File: config.mk
export PLATFORM = sky130hd
export DESIGN_NAME = reg_port_sequencer
export DESIGN_NICKNAME = d
export VERILOG_FILES = /design/src/rtl/reg_port_sequencer.sv
export SDC_FILE = /design/constraint.sdc
export NUM_CORES = 1
export LEC_CHECK = 0
export CAP_MARGIN = 20
export CORE_UTILIZATION = 45
export CTS_BUF_LIST = sky130_fd_sc_hd__clkbuf_8
export CTS_CLUSTER_DIAMETER = 40
export CTS_CLUSTER_SIZE = 12
export DETAILED_ROUTE_END_ITERATION = 8
export GPL_TIMING_DRIVEN = 0
export PLACE_DENSITY = 0.92
export SYNTH_ARGS = -nofsm -noshare
export SYNTH_HDL_FRONTEND = slang
export SYNTH_SLANG_ARGS = --single-unit
File: constraint.sdc
create_clock -name CLK -period 7.85 [get_ports CLK]
set_input_delay 1.1775 -clock CLK [delete_from_list [all_inputs] [get_ports CLK]]
set_output_delay 1.1775 -clock CLK [all_outputs]
set_load 0.005 [all_outputs]
File: src/rtl/reg_port_sequencer.sv
// Registered regfile address/write-data sequencer.
// Output stage with handshake, WB scoreboard, RAW stall.
module reg_port_sequencer #(
  parameter int DATA_W      = 32,
  parameter int ADDR_W      = 5,
  parameter int WB_DEPTH    = 3,
  parameter int SYS_NUM_REG = 2,
  parameter int SYS_ARG_REG = 4,
  parameter int LINK_REG    = 31
) (
  input  logic              CLK,
  input  logic              RST,
  input  logic              In_Valid,
  output logic              In_Ready,
  input  logic              JAL,
  input  logic              RegDst,
  input  logic              Syscall,
  input  logic              RegWrite,
  input  logic              Flush,
  input  logic [ADDR_W-1:0] L_21_25,
  input  logic [ADDR_W-1:0] L_16_20,
  input  logic [ADDR_W-1:0] L_11_15,
  input  logic [ADDR_W-1:0] L_6_10,
  output logic              Out_Valid,
  input  logic              Out_Ready,
  output logic [ADDR_W-1:0] R1Adr,
  output logic [ADDR_W-1:0] R2Adr,
  output logic [ADDR_W-1:0] WAdr,
  output logic [ADDR_W-1:0] Shamt,
  output logic              Out_RegWrite,
  output logic              Out_JAL,
  input  logic [DATA_W-1:0] WriteBack_Data,
  input  logic [DATA_W-1:0] PC_plus_four,
  output logic              RF_WE,
  output logic [ADDR_W-1:0] RF_WAdr,
  output logic [DATA_W-1:0] RDin,
  output logic [15:0]       Stall_Count
);

  localparam int T = WB_DEPTH - 1;
  localparam logic [ADDR_W-1:0] LP_NUM  = ADDR_W'(SYS_NUM_REG);
  localparam logic [ADDR_W-1:0] LP_ARG  = ADDR_W'(SYS_ARG_REG);
  localparam logic [ADDR_W-1:0] LP_LINK = ADDR_W'(LINK_REG);

  logic              r_valid;
  logic [ADDR_W-1:0] r_r1, r_r2, r_w, r_sh;
  logic              r_we, r_jal;
  logic [WB_DEPTH-1:0] r_sb_v, r_sb_we, r_sb_jal;
  logic [ADDR_W-1:0] r_sb_wa [WB_DEPTH];
  logic [15:0]       r_stall;

  logic [ADDR_W-1:0] w_r1, w_r2, w_w;
  logic              w_we, w_hit1, w_hit2, w_hz;
  logic              w_ready, w_accept, w_issue;

  assign w_r1 = Syscall ? LP_NUM : L_21_25;
  assign w_r2 = Syscall ? LP_ARG : L_16_20;
  assign w_w  = JAL ? LP_LINK : (RegDst ? L_11_15 : L_16_20);
  assign w_we = (RegWrite | JAL) & (w_w != '0);

  // Match read addresses against every pending write (stage + scoreboard)
  always_comb begin
    w_hit1 = r_valid & r_we & (r_w == w_r1);
    w_hit2 = r_valid & r_we & (r_w == w_r2);
    for (int k = 0; k < WB_DEPTH; k++) begin
      w_hit1 = w_hit1 | (r_sb_v[k] & r_sb_we[k] & (r_sb_wa[k] == w_r1));
      w_hit2 = w_hit2 | (r_sb_v[k] & r_sb_we[k] & (r_sb_wa[k] == w_r2));
    end
  end

  assign w_hz = In_Valid & (((w_r1 != '0) & w_hit1) |
                            ((w_r2 != '0) & w_hit2));
  assign w_ready  = ~RST & ~Flush & ~w_hz & (~r_valid | Out_Ready);
  assign w_accept = In_Valid & w_ready;
  assign w_issue  = r_valid & Out_Ready & ~Flush;

  // Output stage: reset, flush, accept, drain, hold
  always_ff @(posedge CLK) begin
    if (RST) begin
      r_valid <= 1'b0;
      r_r1    <= '0;
      r_r2    <= '0;
      r_w     <= '0;
      r_sh    <= '0;
      r_we    <= 1'b0;
      r_jal   <= 1'b0;
    end else if (Flush) begin
      r_valid <= 1'b0;
    end else if (w_accept) begin
      r_valid <= 1'b1;
      r_r1    <= w_r1;
      r_r2    <= w_r2;
      r_w     <= w_w;
      r_sh    <= L_6_10;
      r_we    <= w_we;
      r_jal   <= JAL;
    end else if (w_issue) begin
      r_valid <= 1'b0;
    end
  end

  // Scoreboard shifts every cycle; issued writes survive Flush
  always_ff @(posedge CLK) begin
    if (RST) begin
      r_sb_v   <= '0;
      r_sb_we  <= '0;
      r_sb_jal <= '0;
      for (int k = 0; k < WB_DEPTH; k++) r_sb_wa[k] <= '0;
    end else begin
      r_sb_v[0]   <= w_issue;
      r_sb_we[0]  <= w_issue & r_we;
      r_sb_jal[0] <= w_issue & r_jal;
      r_sb_wa[0]  <= w_issue ? r_w : '0;
      for (int k = 1; k < WB_DEPTH; k++) begin
        r_sb_v[k]   <= r_sb_v[k-1];
        r_sb_we[k]  <= r_sb_we[k-1];
        r_sb_jal[k] <= r_sb_jal[k-1];
        r_sb_wa[k]  <= r_sb_wa[k-1];
      end
    end
  end

  // Saturating count of hazard stalls (back-pressure excluded)
  always_ff @(posedge CLK) begin
    if (RST)
      r_stall <= '0;
    else if (w_hz & ~Flush & (r_stall != 16'hFFFF))
      r_stall <= r_stall + 16'd1;
  end

  assign In_Ready     = w_ready;
  assign Out_Valid    = r_valid;
  assign R1Adr        = r_r1;
  assign R2Adr        = r_r2;
  assign WAdr         = r_w;
  assign Shamt        = r_sh;
  assign Out_RegWrite = r_we;
  assign Out_JAL      = r_jal;
  assign Stall_Count  = r_stall;

  assign RF_WE   = r_sb_v[T] & r_sb_we[T];
  assign RF_WAdr = RF_WE ? r_sb_wa[T] : '0;
  assign RDin    = r_sb_jal[T] ? PC_plus_four : WriteBack_Data;

endmodule

---- After elaboration in Yosys (flattened, before gate mapping) ----
Memory sizes are Yosys's and may differ from the RTL's.
Index checks and enable logic that the tools add are counted.
storage, ports and cells
  memories kept ........................... 1
  flip-flop bits (word level) ............. 48
  bits of input ports ..................... 93
  logic and storage cells ................. 85
  RAM bits ................................ 15
memory list
  name     depth  bits a word  read ports  clocked after Yosys merged registers in  write ports  line  text
  r_sb_wa  3      5            3           0                                        3            49    logic [ADDR_W-1:0] r_sb_wa [WB_DEPTH];
operators by class
  reductions and logical operators ........ 6
  bitwise logic cells ..................... 42
  multiplexer cells ....................... 15
  add/sub/neg operators ................... 1
  eq/ne operators ......................... 9
operators by type and width
  operator                                                         number
  5-bit 2-to-1 mux                                                 9
  5-bit equality test                                              8
  32-bit 2-to-1 mux                                                1
  1-bit AND                                                        26
  16-bit by 1-bit adder with 16-bit output, second input constant  1
  16-bit != test, second input constant                            1
  5-bit nonzero test                                               3
  1-bit OR                                                         12
  1-bit 2-to-1 mux                                                 5
  1-bit NOT                                                        4
  2-bit AND reduction                                              1
  2-bit nonzero test                                               1
  2-bit OR reduction                                               1

---- Longest topological paths before layout ----
  depth after elaboration ................. 14
  depth in mapped cells ................... 13
  mapped depth without buffers ............ 8

---- Worst setup path before layout ----
OpenSTA, ideal clock, no wires.
  path kind ............................... input to output
  from .................................... input port L_21_25[4]
  to ...................................... output port In_Ready
  cell stages on the path ................. 10
  path slack .............................. 3.729 ns
  data arrival time ....................... 2.943 ns
  required time ........................... 6.673 ns
  cell sequence ........................... buf_4 and2b_1 a211oi_1 o22ai_1 and3_1 or4_4 a21oi_2 buf_4 buf_4 o21a_1
between the ends
  longest elaborated chain between the ends .. 12
  elaborated cells between the ends (all ways) .. 19
  classes of those cells .................. eq/ne (4); mux (1); bitwise (13); reduce/logical (1)
RTL lines
  element                                        line    text
  start: declaration                             20      input logic [ADDR_W-1:0] L_21_25,
  5-bit 2-to-1 mux *                             56      assign w_r1 = Syscall ? LP_NUM : L_21_25;
  5-bit equality test, on equally long branches  63, 66
  1-bit AND, on equally long branches            63, 66
  1-bit OR (3 in a row)                          66      w_hit1 = w_hit1 | (r_sb_v[k] & r_sb_we[k] & (r_sb_wa[k] == w_r1));
  1-bit AND *                                    71      assign w_hz = In_Valid & (((w_r1 != '0) & w_hit1) |
  1-bit OR *                                     71
  1-bit AND *                                    71
  1-bit NOT *                                    73      assign w_ready = ~RST & ~Flush & ~w_hz & (~r_valid | Out_Ready);
  1-bit AND * (2 in a row)                       73
  end: declaration                               14      output logic In_Ready,
Every way passes the cells marked *; elsewhere a longest branch is shown, timed or not.

---- Final worst setup path ----
  from .................................... input port Syscall
  to ...................................... output port In_Ready
between the ends
  longest elaborated chain between the ends .. 12
  elaborated cells between the ends (all ways) .. 33
  classes of those cells .................. eq/ne (8); mux (2); bitwise (21); reduce/logical (2)
RTL lines
  element                                          line    text
  start: declaration                               17      input logic Syscall,
  5-bit 2-to-1 mux, on equally long branches       56, 57
  5-bit equality test, on equally long branches    n/a
  1-bit AND, on equally long branches              n/a
  1-bit OR, on equally long branches (3 in a row)  66, 67
  1-bit AND, on equally long branches              71, 72
  1-bit OR *                                       71
  1-bit AND *                                      71
  1-bit NOT *                                      73
  1-bit AND * (2 in a row)                         73
Marks and branches as above.

==> flow_metrics.tcl <==
set metrics [dict create \
    synth_cells 448 \
    yosys-top-cells-count "dfxtp_1, nor2_1, mux2_2" \
    grt_usage 0.291 \
    dieHeight_um 94.8 \
    fin_nets 716 \
    yosys.area.top_type "dfxtp_1" \
    crit_start "Syscall" \
    yosys_warnings 0 \
    clock_latency_ps 340 \
    cts_buffer_depth 2 \
    final.period_utilization 0.681 \
    clk_pin_slew_ps 70 \
    initial_utilization 0.469 \
    numPortBuffers 163 \
    slew_viol_final 0 \
    io_pins 171 \
    min_path_cells 1 \
    cpMostUsedCell "buf_6" \
    rsz0062_at_grt "no" \
    cp-start-kind "input pin" \
    cts_buffers 9 \
    synth_edf_count 0 \
    die_w_um 94.8 \
    r2r_cells 10 \
    holdBufCountCts 0 \
    core_um2 8260 \
    grt_pass1_vias 4047 \
    outcome "completed" \
    synthFlopType "dfxtp_1" \
    rrSetupSlack_ps 5110 \
    ys_seq_elements 63 \
    final_cell_count_no_fill 732 \
    slew_headroom 0.585 \
    fillCellCount 602 \
    worst_slew_pin_slew_ps 623 \
    ys_types 53 \
    async_reset_ff_frac 0 \
    drive_above_1_share 0.126 \
    arrival_ps 4170 \
    clock-sinks 63 \
    clock_skew_ps 9.67 \
    cts_resized 0 \
    total_power_mw 0.770 \
    via_count 4373 \
    post_cts_buffers 0 \
    cts_tree "built" \
    drc_errors 0 \
    htree_levels 3 \
    drtIter0Drc 492 \
    cts_root_buffer "clkbuf_8" \
    drv_cap 0 \
    synth_area_leaders "dfxtp_1, mux2_2, nor2_1, nor2b_1, mux2i_1" \
    setup_tns_ps 0 \
    wl_per_cell_um 18.6 \
    syn_area_um2 3880 \
    cp-end-kind "output pin" \
    criticalPathCategory "input pin to output pin" \
    dp_slack_ps 2530 \
    max_clock_freq_ghz 0.187 \
    max_stage_delay_ps 530 \
    utilization 0.708 \
    worstPathRequired_ps 6670 \
    synth_top_area_share 0.325 \
    antenna_cells 0 \
    worst_slack_ps 2510 \
    gp_congestion 0.915 \
    hp-class "register to register" \
    dp_cells 716 \
    finalSetupViolations 0 \
    hold_path_end "r_sb_jal[1]$_SDFF_PP0_" \
    worstHoldStart "r_sb_jal[0]$_SDFF_PP0_" \
    synth.avg_cell_area_um2 8.65 \
    p_leak_nw 2.08 \
    first_pass_iters 5 \
    synth_seq_area_share 0.325 \
    finalWirelength_um 13600 \
    period_needed_ps 5340 \
    place_hpwl_um 10500 \
    reg2reg_from "Stall_Count[2]$_SDFFE_PP0P_" \
    synthToLayoutAreaGrowth_pct 50.9 \
    antenna_found_initial 0 \
    grt_max_degree 11 \
    grt_overflow 0 \
    timing.rr.end "Stall_Count[13]$_SDFFE_PP0P_" \
    cp_max_fo 10 \
    synth_most_common_cell "dfxtp_1" \
    peakVddDrop_mv 0.101 \
    slowest_stage "clkdlybuf4s50_1" \
    path_cells "clkdlybuf4s50_1 -> buf_6 -> buf_6 -> buf_6 -> buf_2 -> o21ai_0 -> nand4_1 -> nand4_2 -> a21oi_2 -> buf_4 -> buf_4 -> o21a_1 -> clkdlybuf4s50_1" \
    hold_violations 0 \
    detail-route-antenna-nets 0 \
    row_count 33 \
    grt_pass1_wl_um 19800 \
    powerDensity_nw_per_um2 132 \
    dieArea_um2 8990 \
    via_per_inst 5.97 \
    syn_nets 542 \
]
==> cells in the final DEF, fill, tap and decap left out, drive strengths merged, types with 2 or more instances in the layout <==
cell type      instances
clkdlybuf4s50        163
dfxtp                 63
nor2                  47
mux2                  34
nor2b                 28
clkbuf                26
buf                   26
a21oi                 20
mux2i                 16
and3                  15
inv                   14
xnor2                 14
o31ai                 14
o21ai                 13
nand2                 13
and2                  12
or4                   12
nand3                 10
a31oi                 10
nand4                 10
a211oi                 9
nor4bb                 8
o32ai                  6
xor2                   5
o32a                   4
nor4                   4
o31a                   3
nor3                   3
nand2b                 3
o22ai                  2
and4                   2
nand3b                 2
a311oi                 2
clkinv                 2
==> cell type report <==
cell class | count | area [µm²] | share of cell area
Timing Repair Buffer | 163 | 1630 | 0.279
Multi-Input combinational cell | 332 | 2340 | 0.401
Buffer | 40 | 224 | 0.0383
Tap cell | 105 | 131 | 0.0225
Clock buffer | 12 | 165 | 0.0282
Inverter | 13 | 48.8 | 0.00834
Clock inverter | 4 | 43.8 | 0.00749
Sequential cell | 63 | 1260 | 0.216
==> kinds of logic after synthesis <==
group | share of synthesized area
buf+inv | 0.0704
flops | 0.325
simple gates | 0.256
xor+xnor | 0.0429
mux | 0.140
compound gates | 0.162
fa+ha+maj | 0.00323
==> stage by stage <==
| step | cell area (µm²) | hold WS, ps |
|---|---|---|
| after floorplan | 3880 | 414 |
| after global placement | 5640 | 423 |
| after detailed placement | 5640 | 430 |
| after CTS | 5850 | 445 |
| after global routing | 5850 | 460 |
| final | 5850 | 449 |
==> flip-flops by register name (all words and copies together) (netlist names) <==
| register | flops |
|---|---|
| Out_JAL | 1 |
| Out_RegWrite | 1 |
| Out_Valid | 1 |
| R1Adr | 5 |
| R2Adr | 5 |
| Shamt | 5 |
| Stall_Count | 16 |
| WAdr | 5 |
| r_sb_jal | 3 |
| r_sb_v | 3 |
| r_sb_wa | 15 |
| r_sb_we | 3 |
==> where the power goes <==
group / total (mW) / internal, mW / switching [mW]
clock: 0.295 / 0.171 / 0.125
sequential: 0.328 / 0.324 / 0.00411
combinational: 0.147 / 0.0884 / 0.0584
==> critical path: cells and delay by family <==
| family | cells | cell delay, ps |
|---|---|---|
| and+or+nand+nor | 2 | 360 |
| AOI/OAI and AO/OA | 3 | 490 |
| buffers and inverters | 8 | 2110 |
==> routing by layer <==
layer,track usage,vias to the layer above,wire length [µm],part of all wire
met5,0,-,0,0
li1,-,1985,-,-
met3,0.0692,61,1470,0.11
met1,0.315,2014,4760,0.35
met4,0.138,0,562,0.041
met2,0.529,313,6810,0.50
==> worst max path at each step <==
stage	depth (start not counted)	end	slack, ps
global placement	11	In_Ready	2610
global route	11	In_Ready	2390
finish	13	In_Ready	2510
detailed placement	11	In_Ready	2530
CTS	11	In_Ready	2540
floorplan	10	In_Ready	3730
No activity file was read; power rests on OpenSTA's default activity.
